`src/rtl/spi_xfer_engine.sv`:
```
// SPI master transfer engine: one word per start, SPI modes 0-3, MSB/LSB first.
// Build option SPI_XFER_LOOPBACK_EN adds lpbk_i (receive from internal mosi).
module spi_xfer_engine #(
  parameter  int DATA_WIDTH = 32,
  parameter  int CS_NUM     = 4,
  parameter  int DIV_WIDTH  = 16,
  localparam int LW         = $clog2(DATA_WIDTH),
  localparam int CW         = (CS_NUM > 1) ? $clog2(CS_NUM) : 1
) (
  input  logic                  clk_i,
  input  logic                  rst_i,
  input  logic                  start_i,
  input  logic                  abort_i,
  input  logic                  cpol_i,
  input  logic                  cpha_i,
  input  logic                  lsb_i,
  input  logic [LW-1:0]         len_i,
  input  logic [DIV_WIDTH-1:0]  div_i,
  input  logic [CW-1:0]         cs_sel_i,
  input  logic [DATA_WIDTH-1:0] tx_data_i,
`ifdef SPI_XFER_LOOPBACK_EN
  input  logic                  lpbk_i,
`endif
  input  logic                  miso_i,
  output logic [DATA_WIDTH-1:0] rx_data_o,
  output logic                  busy_o,
  output logic                  done_o,
  output logic                  sck_o,
  output logic                  mosi_o,
  output logic [CS_NUM-1:0]     cs_n_o
);

  typedef enum logic [1:0] {
    IDLE,
    SETUP,
    SHIFT,
    HOLD
  } state_t;

  state_t state_q, state_d;

  logic [DIV_WIDTH-1:0]  cnt_q, cnt_d;
  logic [LW+1:0]         edg_q, edg_d;
  logic                  cpol_q, cpol_d;
  logic                  cpha_q, cpha_d;
  logic                  lsb_q, lsb_d;
  logic [LW-1:0]         len_q, len_d;
  logic [DIV_WIDTH-1:0]  div_q, div_d;
  logic [CW-1:0]         cs_sel_q, cs_sel_d;
  logic [DATA_WIDTH-1:0] tx_q, tx_d;
  logic [DATA_WIDTH-1:0] rxsh_q, rxsh_d;
  logic [DATA_WIDTH-1:0] rx_q, rx_d;
  logic                  done_q, done_d;
  logic                  sck_q, sck_d;
  logic                  mosi_q, mosi_d;
`ifdef SPI_XFER_LOOPBACK_EN
  logic                  lpbk_q, lpbk_d;
`endif

  logic                  busy;
  logic                  tick;
  logic                  last;
  logic [LW:0]           nbit;
  logic [LW:0]           b_idx;
  logic [LW:0]           drv_idx;
  logic                  leading;
  logic                  smp_edge;
  logic                  drv_ok;
  logic [LW-1:0]         smp_pos;
  logic [LW-1:0]         drv_pos;
  logic [LW-1:0]         first_pos;
  logic                  miso_s;

  // Edge k of 2N: even = leading, odd = trailing; bit index is k/2.
  always_comb begin
    busy      = (state_q != IDLE);
    tick      = (cnt_q == div_q);
    nbit      = {1'b0, len_q} + (LW+1)'(1);
    last      = (edg_q == {nbit, 1'b0});
    b_idx     = edg_q[LW+1:1];
    leading   = ~edg_q[0];
    smp_edge  = cpha_q ? ~leading : leading;
    drv_idx   = cpha_q ? b_idx : b_idx + (LW+1)'(1);
    drv_ok    = (drv_idx <= {1'b0, len_q});
    smp_pos   = lsb_q ? b_idx[LW-1:0] : len_q - b_idx[LW-1:0];
    drv_pos   = lsb_q ? drv_idx[LW-1:0] : len_q - drv_idx[LW-1:0];
    first_pos = lsb_i ? '0 : len_i;
`ifdef SPI_XFER_LOOPBACK_EN
    miso_s    = lpbk_q ? mosi_q : miso_i;
`else
    miso_s    = miso_i;
`endif
  end

  always_ff @(posedge clk_i or posedge rst_i) begin
    if (rst_i) begin
      state_q  <= IDLE;
      cnt_q    <= '0;
      edg_q    <= '0;
      cpol_q   <= 1'b0;
      cpha_q   <= 1'b0;
      lsb_q    <= 1'b0;
      len_q    <= '0;
      div_q    <= '0;
      cs_sel_q <= '0;
      tx_q     <= '0;
      rxsh_q   <= '0;
      rx_q     <= '0;
      done_q   <= 1'b0;
      sck_q    <= 1'b0;
      mosi_q   <= 1'b0;
`ifdef SPI_XFER_LOOPBACK_EN
      lpbk_q   <= 1'b0;
`endif
    end else begin
      state_q  <= state_d;
      cnt_q    <= cnt_d;
      edg_q    <= edg_d;
      cpol_q   <= cpol_d;
      cpha_q   <= cpha_d;
      lsb_q    <= lsb_d;
      len_q    <= len_d;
      div_q    <= div_d;
      cs_sel_q <= cs_sel_d;
      tx_q     <= tx_d;
      rxsh_q   <= rxsh_d;
      rx_q     <= rx_d;
      done_q   <= done_d;
      sck_q    <= sck_d;
      mosi_q   <= mosi_d;
`ifdef SPI_XFER_LOOPBACK_EN
      lpbk_q   <= lpbk_d;
`endif
    end
  end

  always_comb begin
    state_d = state_q;
    unique case (state_q)
      IDLE:    if (start_i) state_d = SETUP;
      SETUP:   if (tick) state_d = SHIFT;
      SHIFT:   if (tick && last) state_d = HOLD;
      HOLD:    if (tick) state_d = IDLE;
      default: state_d = IDLE;
    endcase
    if (abort_i && busy) state_d = IDLE;
  end

  always_comb begin
    cnt_d    = cnt_q;
    edg_d    = edg_q;
    cpol_d   = cpol_q;
    cpha_d   = cpha_q;
    lsb_d    = lsb_q;
    len_d    = len_q;
    div_d    = div_q;
    cs_sel_d = cs_sel_q;
    tx_d     = tx_q;
    rxsh_d   = rxsh_q;
    rx_d     = rx_q;
    done_d   = 1'b0;
    sck_d    = sck_q;
    mosi_d   = mosi_q;
`ifdef SPI_XFER_LOOPBACK_EN
    lpbk_d   = lpbk_q;
`endif
    unique case (state_q)
      IDLE: begin
        sck_d  = cpol_i;
        mosi_d = 1'b0;
        cnt_d  = '0;
        if (start_i) begin
          cpol_d   = cpol_i;
          cpha_d   = cpha_i;
          lsb_d    = lsb_i;
          len_d    = len_i;
          div_d    = div_i;
          cs_sel_d = cs_sel_i;
          tx_d     = tx_data_i;
          edg_d    = '0;
          rxsh_d   = '0;
          mosi_d   = cpha_i ? 1'b0 : tx_data_i[first_pos];
`ifdef SPI_XFER_LOOPBACK_EN
          lpbk_d   = lpbk_i;
`endif
        end
      end
      SETUP, SHIFT: begin
        if (!tick) begin
          cnt_d = cnt_q + DIV_WIDTH'(1);
        end else begin
          cnt_d = '0;
          if (!(state_q == SHIFT && last)) begin
            sck_d = ~sck_q;
            edg_d = edg_q + (LW+2)'(1);
            if (smp_edge) rxsh_d[smp_pos] = miso_s;
            if (!smp_edge && drv_ok) mosi_d = tx_q[drv_pos];
          end
        end
      end
      HOLD: begin
        if (!tick) begin
          cnt_d = cnt_q + DIV_WIDTH'(1);
        end else begin
          cnt_d  = '0;
          done_d = 1'b1;
          rx_d   = rxsh_q;
          mosi_d = 1'b0;
          sck_d  = cpol_q;
        end
      end
      default: ;
    endcase
    // Abort drops the transfer without publishing any received bits.
    if (abort_i && busy) begin
      cnt_d  = '0;
      done_d = 1'b0;
      rx_d   = rx_q;
      mosi_d = 1'b0;
      sck_d  = cpol_q;
    end
  end

  always_comb begin
    busy_o    = busy;
    done_o    = done_q;
    sck_o     = sck_q;
    mosi_o    = mosi_q;
    rx_data_o = rx_q;
    cs_n_o    = '1;
    for (int i = 0; i < CS_NUM; i++) begin
      if (busy && cs_sel_q == CW'(i)) cs_n_o[i] = 1'b0;
    end
  end

endmodule

```
`config.mk`:
```
export PLATFORM = sky130hd
export DESIGN_NAME = spi_xfer_engine
export DESIGN_NICKNAME = d
export VERILOG_FILES = /design/src/rtl/spi_xfer_engine.sv
export SDC_FILE = /design/constraint.sdc
export NUM_CORES = 1
export LEC_CHECK = 0
export ABC_CLOCK_PERIOD_IN_PS = 11480
export CAP_MARGIN = 20
export CORE_UTILIZATION = 45
export CTS_CLUSTER_SIZE = 30
export DETAILED_ROUTE_END_ITERATION = 16
export PLACE_DENSITY = 0.67
export SLEW_MARGIN = 20
export SYNTH_ARGS = -nofsm -noshare
export SYNTH_HDL_FRONTEND = slang
export SYNTH_SLANG_ARGS = --single-unit
export TNS_END_PERCENT = 50
```
`constraint.sdc`:
```
create_clock -name clk_i -period 11.48 [get_ports clk_i]
set_input_delay 1.722 -clock clk_i [delete_from_list [all_inputs] [get_ports clk_i]]
set_output_delay 1.722 -clock clk_i [all_outputs]
set_load 0.01 [all_outputs]
```
# --- Word level (Yosys, flattened, before mapping) ---
# Index checks and enable logic that the tools add are counted.
totals:
  regBits: 150
  out_inout_bits: 40
  wordCells: 121
op_classes:
  n_addsub: 6
  magnitude_cmp: 5
  eq_ne: 19
  mux: 50
  bitwise: 3
  reduce_logical: 23
ops:
  columns: ["operator", "count"]
  rows:
  - ["32-bit 2-to-1 mux", 4]
  - ["32-bit case mux with 2 select lines", 1]
  - ["32-bit bitwise mux", 1]
  - ["16-bit 2-to-1 mux", 2]
  - ["16-bit case mux with 2 select lines", 1]
  - ["1-bit 2-to-1 mux", 22]
  - ["7-bit 2-to-1 mux", 3]
  - ["3-bit != test, second input constant", 7]
  - ["5-bit by 6-bit less-than comparator with 1-bit output, second input constant", 3]
  - ["16-bit by 1-bit adder with 16-bit output, second input constant", 1]
  - ["16-bit equality test", 1]
  - ["5-bit 2-to-1 mux", 3]
  - ["7-bit case mux with 2 select lines", 1]
  - ["4-bit AND reduction", 3]
  - ["1-bit binary-select mux with 5-bit select", 2]
  - ["2-bit 2-to-1 mux", 5]
  - ["5-bit subtractor", 2]
  - ["1-bit logical AND", 9]
  - ["2-bit equality test, second input constant", 4]
  - ["2-bit != test, second input constant", 4]
  - ["2-bit case mux with 4 select lines", 1]
  - ["7-bit by 1-bit adder with 7-bit output, second input constant", 1]
  - ["7-bit equality test", 1]
  - ["5-bit by 1-bit adder with 6-bit output, second input constant", 1]
  - ["other kinds (16)", 23]

# --- Depth between registers and ports, before layout ---
# Gate-level depths: netlist of the first run.
logic_depth:
  ltp_word: 11
  depth_mapped: 12

# --- Worst setup path after synthesis of the first run ---
# Ideal clock, no wire load.
synth_timing:
  path_type: "in2reg"
  start: "input port len_i[0]"
  end: "register mosi_q (netlist: mosi_o)"
  setup_ps: 82
  t_arrival_ps: 3187
  t_required_ps: 11398
  setup_slack_ps: 8211
  stages: 8
  cell_sequence: "clkbuf_1 > nand2b_1 > o221ai_1 > a21oi_1 > a21oi_1 > a221o_1 > a211o_1 > a31oi_1"
synth_between:
  elab_chain_cells: 7
synth_lines:
  columns: ["item", "line", "source"]
  rows:
  - ["start: declaration", "17", "input logic [LW-1:0] len_i,"]
  - ["5-bit 2-to-1 mux", "87", "first_pos = lsb_i ? '0 : len_i;"]
  - ["1-bit binary-select mux with 5-bit select", "182", "mosi_d = cpha_i ? 1'b0 : tx_data_i[first_pos];"]
  - ["1-bit 2-to-1 mux (implied by the code)", "182", null]
  - ["1-bit 2-to-1 mux", "182", null]
  - ["1-bit 2-to-1 mux", "172", "if (start_i) begin"]
  - ["1-bit case mux with 3 select lines", "167", "unique case (state_q)"]
  - ["1-bit 2-to-1 mux", "215", "if (abort_i && busy) begin"]
  - ["end signal: assignment", "130", "mosi_q <= mosi_d;"]
  - ["end: declaration", "55", "logic mosi_q, mosi_d;"]
# No other way between the ends. The select of a mux whose other input is x is not followed.
# A chain may end at the register's enable or synchronous reset.

# --- Worst setup path after layout of the first run ---
layout_timing:
  start: "register state_q[1]"
  end: "output port cs_n_o[3]"
layout_between:
  elab_chain_cells: 3
layout_lines:
  columns: ["item", "line", "source"]
  rows:
  - ["start: declaration", "40", "state_t state_q, state_d;"]
  - ["start signal: assignment", "116", "state_q <= state_d;"]
  - ["2-bit nonzero test", "76", "busy = (state_q != IDLE);"]
  - ["1-bit logical AND", "232", "if (busy && cs_sel_q == CW'(i)) cs_n_o[i] = 1'b0;"]
  - ["1-bit 2-to-1 mux", "232", null]
  - ["end: declaration", "30", "output logic [CS_NUM-1:0] cs_n_o"]
# No other way between the ends.

==> results of run 1 <==
where the power goes:
part,internal (mW),leakage (nW),switching [mW]
registers,0.658,1.96,0.126
clock network,0.353,0.297,0.224
logic,0.480,2.15,0.581
total,1.49,4.41,0.931
flip-flops by register name, summed over array words and instances (netlist names):
signal,flops
lsb_q,1
rx_data_o,32
sck_o,1
cpha_q,1
div_q,16
len_q,5
mosi_o,1
cpol_q,1
done_o,1
edg_q,7
cs_sel_q,2
tx_q,32
cnt_q,16
rxsh_q,32
state_q,2
cell type report:
cell class	instances	area share, %
inverters	29	1.15
clock inverters	11	1.49
repair buffers	108	10.7
well taps	225	2.84
clock buffers	20	4.60
multi-input cells	524	41.4
flip-flops and latches	150	37.8
worst max path at each step:
stage,startpoint,end,slack (ps),cells past startpoint
after floorplan,rst_i,cnt_q[0],5720,1
after global placement,start_i,edg_q[0],7420,6
after detailed placement,len_i[1],mosi_o,7400,8
after CTS,state_q[1],cs_n_o[1],7410,5
after global routing,state_q[1],cs_n_o[1],7270,5
final,state_q[1],cs_n_o[3],7440,5
cells by family (layout without fill, tap and decap cells):
logic type / count (synthesis) / after routing
AND/OR/NAND/NOR: 213 / 213
flip-flops: 150 / 150
multiplexers: 137 / 137
AO/OA/AOI/OAI: 103 / 103
buffers and inverters: 66 / 168
XOR/XNOR: 48 / 48
adder cells (fa/ha/maj): 23 / 23
placed cells by master (no fill, tap or decap), types with 17 or more instances in the layout:
cell	synthesis	routed
dfrtp_1	150	150
clkdlybuf4s50_1	0	102
mux2_2	90	90
nand2_1	62	61
mux2i_1	41	41
nor2_1	42	41
nand3_1	38	38
xor2_1	31	31
inv_1	28	27
ha_1	21	21
a21oi_1	19	19
clkbuf_16	0	17
worst register-to-register path: cells and delay by family (launching register included):
kind / cells / cell delay [ps]
AOI/OAI and AO/OA: 4 / 780
adders and majority gates: 2 / 790
xor gates and xnor gates: 1 / 240
muxes: 1 / 320
buffers and inverters: 1 / 150
DFF: 1 / 510
and+or+nand+nor: 2 / 790
routing by layer:
metal / part of all wire (%) / track usage (%) / up-vias
li1: - / - / 2825
met1: 46 / 28.4 / 3010
met2: 49 / 35.8 / 115
met3: 3.1 / 4.26 / 20
met4: 1.3 / 6.67 / 0
met5: 0 / 0 / -
==> impl_metrics.toml, run 1 <==
[cells_and_area]
design_area_sq_um = 9930
area_delta_synth_final_pct = 21.9
final_nets = 916
regArea_sq_um = 3750
layout-drive-gt1-share_pct = 17.7
n_fill_cell = 1453
multi_input_area_sq_um = 4110
diodes = 0
final_cell_count_no_fill = 1067
postLayoutCoreUtil_pct = 56.8

[sta]
rsz0062_at_grt = "no"
clock_skew_ps = 12.4
finalSetupTns_ps = 0
setup_viol = 0
fmax_ghz = 0.248
fin_ws_ps = 7440
relSlewSlack_pct = 37.9
worstMarginPinSlew_ps = 932
fin_crit_sh_pct = 35.2
slew_viol_final = 0
min_period_ps = 4040
hold_violations = 0
holdWs_ps = 501

[synth]
synth_flop_cell = "dfrtp_1"
avgSynthCellArea_sq_um = 11.0
syn-num-nets = 826
yosys.area.top_type_share_pct = 46.1
ys_types = 69
ys_ff_latch = 150
yosys-top-cells-area = "dfrtp_1 46%, mux2_2 12%, mux2i_1 5.0%"
yosysSeqAreaShare_pct = 46.1
ys_top_cells_by_count = "150 x dfrtp_1, 90 x mux2_2, 62 x nand2_1"
synthArstFlopShare_pct = 100
synth-compound-area-share_pct = 9.21
yosys.area_share.xor_xnor_pct = 5.25
synthMuxAreaShare_pct = 19.1
synth_top_cell_by_area = "dfrtp_1"
synth_edf_count = 0
synthAdderAreaFrac_pct = 3.72
ys_warn_count = 0
synth.most_common_cell = "dfrtp_1"
synthSimpleGateAreaFrac_pct = 13.1
syn_area_sq_um = 8150
synth_top_family_by_area = "multiplexers"
synthCells = 740

[floorplan]
ios = 103
die_h_um = 137
die_w_um = 137
die_area_sq_um = 18600
num_rows = 48
initial_core_util_pct = 46.6
core_area_sq_um = 17500

[clock_network]
postCtsHoldBufs = 0
cts.sinks = 150
clock-root-buffer = "clkbuf_16"
cts_max_level = 4
clk_latency_ps = 420
cts.clk_slew.worst_paths_ps = 70
cts_buffers = 17
cts_buffer_depth = 2
post_cts_buffers = 0
cts_tree = "built"
ctsResizeCount = 0

[grt]
grt_pass1_vias = 6154
grt_pass1_wl_um = 31100
gr-total-overflow = 0
grt_usage_pct = 21.6
grt_antenna_before_repair = 0
grt_max_degree = 80

[worst_setup_path]
max_stage_delay_ps = 550
cp.required_ps = 9760
path_cells = "inv_1 > ha_1 > clkinv_1 > nand3_1 > clkdlybuf4s50_1"
reg2reg_slack_ps = 7840
path_max_fanout = 9
path_delay_family = "buffers and inverters"
critical_path_arrival_ps = 2320
r2r_start = "edg_q[1]"
reg2reg_depth = 11
startpoint_type = "flip-flop"
critPathCaptureType = "output port"
cp.buffers_inverters = 3
timing.rr.end = "mosi_o"
critPathSlowestCell = "clkdlybuf4s50_1"
worstSetupPathType = "reg2out"

[worst_hold_path]
holdPathEnd = "tx_q[5]"
worstHoldStart = "tx_q[5]"
hold_class = "reg2reg"
hold_depth = 1

[placement]
pre_cts_ws_ps = 7400
numPortBuffers = 102
place_hpwl_um = 13300
placed_cell_area_sq_um = 9320
gp_congestion = 0.869
dp.cells = 1036

[routing]
vias = 5970
first_pass_iters = 4
wl_per_cell_um = 17.5
vias_per_cell = 5.60
finalWirelength_um = 18700
ant_nets = 0
drtIter0Drc = 357
drc_errors = 0

[outcome]
status = "completed"

[power]
total_leakage_power_nw = 4.41
power_mw = 2.42
ir_worst_vdd_mv = 0.112
p_per_area_nw_per_um2 = 244

[run]
drv_cap = 0
Note: power is estimated with default switching activity, not from simulation.
==> run 2, diff against run 1 <==
--- a/config.mk
+++ b/config.mk
@@ -5,12 +5,12 @@
 export SDC_FILE = /design/constraint.sdc
 export NUM_CORES = 1
 export LEC_CHECK = 0
-export ABC_CLOCK_PERIOD_IN_PS = 11480
+export ABC_CLOCK_PERIOD_IN_PS = 3300
 export CAP_MARGIN = 20
 export CORE_UTILIZATION = 45
 export CTS_CLUSTER_SIZE = 30
 export DETAILED_ROUTE_END_ITERATION = 16
-export PLACE_DENSITY = 0.67
+export PLACE_DENSITY = 0.7
 export SLEW_MARGIN = 20
 export SYNTH_ARGS = -nofsm -noshare
 export SYNTH_HDL_FRONTEND = slang
==> constraint.sdc (replaced) <==
create_clock -name clk_i -period 3.3 [get_ports clk_i]
set_input_delay 0.495 -clock clk_i [delete_from_list [all_inputs] [get_ports clk_i]]
set_output_delay 0.495 -clock clk_i [all_outputs]
set_load 0.01 [all_outputs]
==> impl_metrics.toml, run 2 (same netlist as run 1, synthesis figures left out) <==
[outcome]
status = "completed"

[power]
p_clk_share_pct = 22.2
switching_share_pct = 39.0
combinationalPowerShare_pct = 47.3
total_leakage_power_nw = 4.56
p_sw_mw = 3.41
p_per_area_nw_per_um2 = 857
ir_worst_vdd_mv = 0.448
internal_power_mw = 5.34
power_frac_seq_pct = 30.5

[floorplan]
die_w_um = 137
die_h_um = 137
core_area_sq_um = 17500
num_rows = 48
initial_core_util_pct = 46.6
ios = 103
die_area_sq_um = 18600

[clock_network]
clk_latency_ps = 440
postCtsHoldBufs = 0
clock-root-buffer = "clkbuf_16"
cts.clk_slew.worst_paths_ps = 70
cts_buffers = 17
cts_tree = "built"
cts_buffer_depth = 2
cts_max_level = 4
cts.sinks = 150

[placement]
place_hpwl_um = 12900
numPortBuffers = 102
gp_congestion = 0.885

[run]
drv_cap = 0

[routing]
first_pass_iters = 6
vias_per_cell = 5.53
wl_per_cell_um = 16.8
vias = 6085
finalWirelength_um = 18500
drtIter0Drc = 406
ant_nets = 0
drc_errors = 0

[worst_setup_path]
path_cells = "ha_1 > mux2i_1 > inv_1 > fa_2 > mux2i_4 > mux4_2 > nand2_1 > a41o_1 > or4_1 > a31oi_1"
critPathSlowestCell = "fa_2"
path_delay_family = "adder cells"
startpoint_type = "flip-flop"
cp.required_ps = 3650
worstSetupPathType = "reg2reg"
max_stage_delay_ps = 610
critPathCaptureType = "flip-flop"
path_max_fanout = 4
reg2reg_slack_ps = 110
critical_path_arrival_ps = 3550
cp.buffers_inverters = 1

[cells_and_area]
area_delta_synth_final_pct = 25.3
regArea_sq_um = 3760
n_fill_cell = 1468
diodes = 0
postLayoutCoreUtil_pct = 58.4
layout-drive-gt1-share_pct = 21.7
final_nets = 949
final_cell_mix = "148 x dfrtp_1, 102 x clkdlybuf4s50_1, 90 x mux2_2"
layout_commonest_cell = "dfrtp_1"
multi_input_area_sq_um = 4160

[sta]
finalSetupTns_ps = 0
clock_skew_ps = 8.35
hold_violations = 0
setup_viol = 0
min_period_ps = 3190
relSlewSlack_pct = 43.5
worstMarginPinSlew_ps = 845
fin_crit_sh_pct = 96.8
slew_viol_final = 0
fmax_ghz = 0.313
rsz0062_at_grt = "no"

[grt]
grt_max_degree = 151
gr-total-overflow = 0
grt_pass1_wl_um = 29900
grt_usage_pct = 20.8
grt_pass1_vias = 5923
grt_antenna_before_repair = 0

[worst_hold_path]
hold_class = "reg2reg"
[run 2: final cells by class]
type                       instances  area share (%)
clock buffer                      17            4.17
clock inverter                    15            1.52
inverter                          29            1.10
multi-input combinational        525            40.8
sequential                       150            36.8
tap                              225            2.76
timing repair buffer             140            12.9
[run 2: worst paths after layout]
path                               start             to  depth (start not counted)
min in group asynchronous          rst_i  rx_data_o[18]                          3
hold / removal             rx_data_o[16]  rx_data_o[16]                          1
setup reg to reg                edg_q[1]         mosi_o                         10
hold reg to reg            rx_data_o[16]  rx_data_o[16]                          1
max in group asynchronous          rst_i       edg_q[1]                          3
setup / recovery                edg_q[1]         mosi_o                         10
[run 2: worst register-to-register path, delay by kind of cell, from the launching register on]
kind	cells	cell delay (ps)
buffers and inverters	1	110
muxes	3	630
and+or+nand+nor	2	600
AOI/OAI and AO/OA	2	440
DFF	1	430
adders and majority gates	2	900
[run 2: repair_timing]
action | CTS | global route
resized for setup | 0 | 9
setup buffers | 0 | 6
endpoints found under the setup margin | 0 | 2
[run 2: power by group through the flow]
stage | clock (mW) | combinational [mW] | sequential (mW)
final | 1.94 | 4.14 | 2.67
after global routing | 2.03 | 4.53 | 2.72
after CTS | 1.97 | 3.88 | 2.66
after detailed placement | 0 | 3.85 | 2.70
after global placement | 0 | 3.78 | 2.68
after floorplan | 0 | 2.94 | 2.56
[run 2: metal layers]
layer  GRT usage [%]  up-vias  part of all wire, %
li1                -     2900                    -
met1            29.0     3033                   47
met2            32.9      134                   48
met3            3.41       18                  3.7
met4            6.91        0                  1.4
met5               0        -                    0
[run 2: stage by stage]
| stage | cells | instance area [sq um] | worst slack, ps | hold WS (ps) | power (mW) |
|---|---|---|---|---|---|
| 2_1_floorplan | 740 | 8150 | 123 | 473 | 5.50 |
| 3_3_place_gp | 1062 | 9530 | 201 | 487 | 6.45 |
| 3_5_place_dp | 1062 | 9530 | 104 | 491 | 6.55 |
| 4_1_cts | 1094 | 10100 | 69.6 | 506 | 8.50 |
| 5_1_grt | 1101 | 10200 | 1.84 | 521 | 9.28 |
| 6_report | 1101 | 10200 | 105 | 506 | 8.75 |
==> run 3, diff against run 2 <==
--- a/config.mk
+++ b/config.mk
@@ -8,6 +8,7 @@
 export ABC_CLOCK_PERIOD_IN_PS = 3300
 export CAP_MARGIN = 20
 export CORE_UTILIZATION = 45
+export CTS_CLUSTER_DIAMETER = 60
 export CTS_CLUSTER_SIZE = 30
 export DETAILED_ROUTE_END_ITERATION = 16
 export PLACE_DENSITY = 0.7
==> results of run 3 <==
Final layout, timing and power as in run 2 (identical DEF).
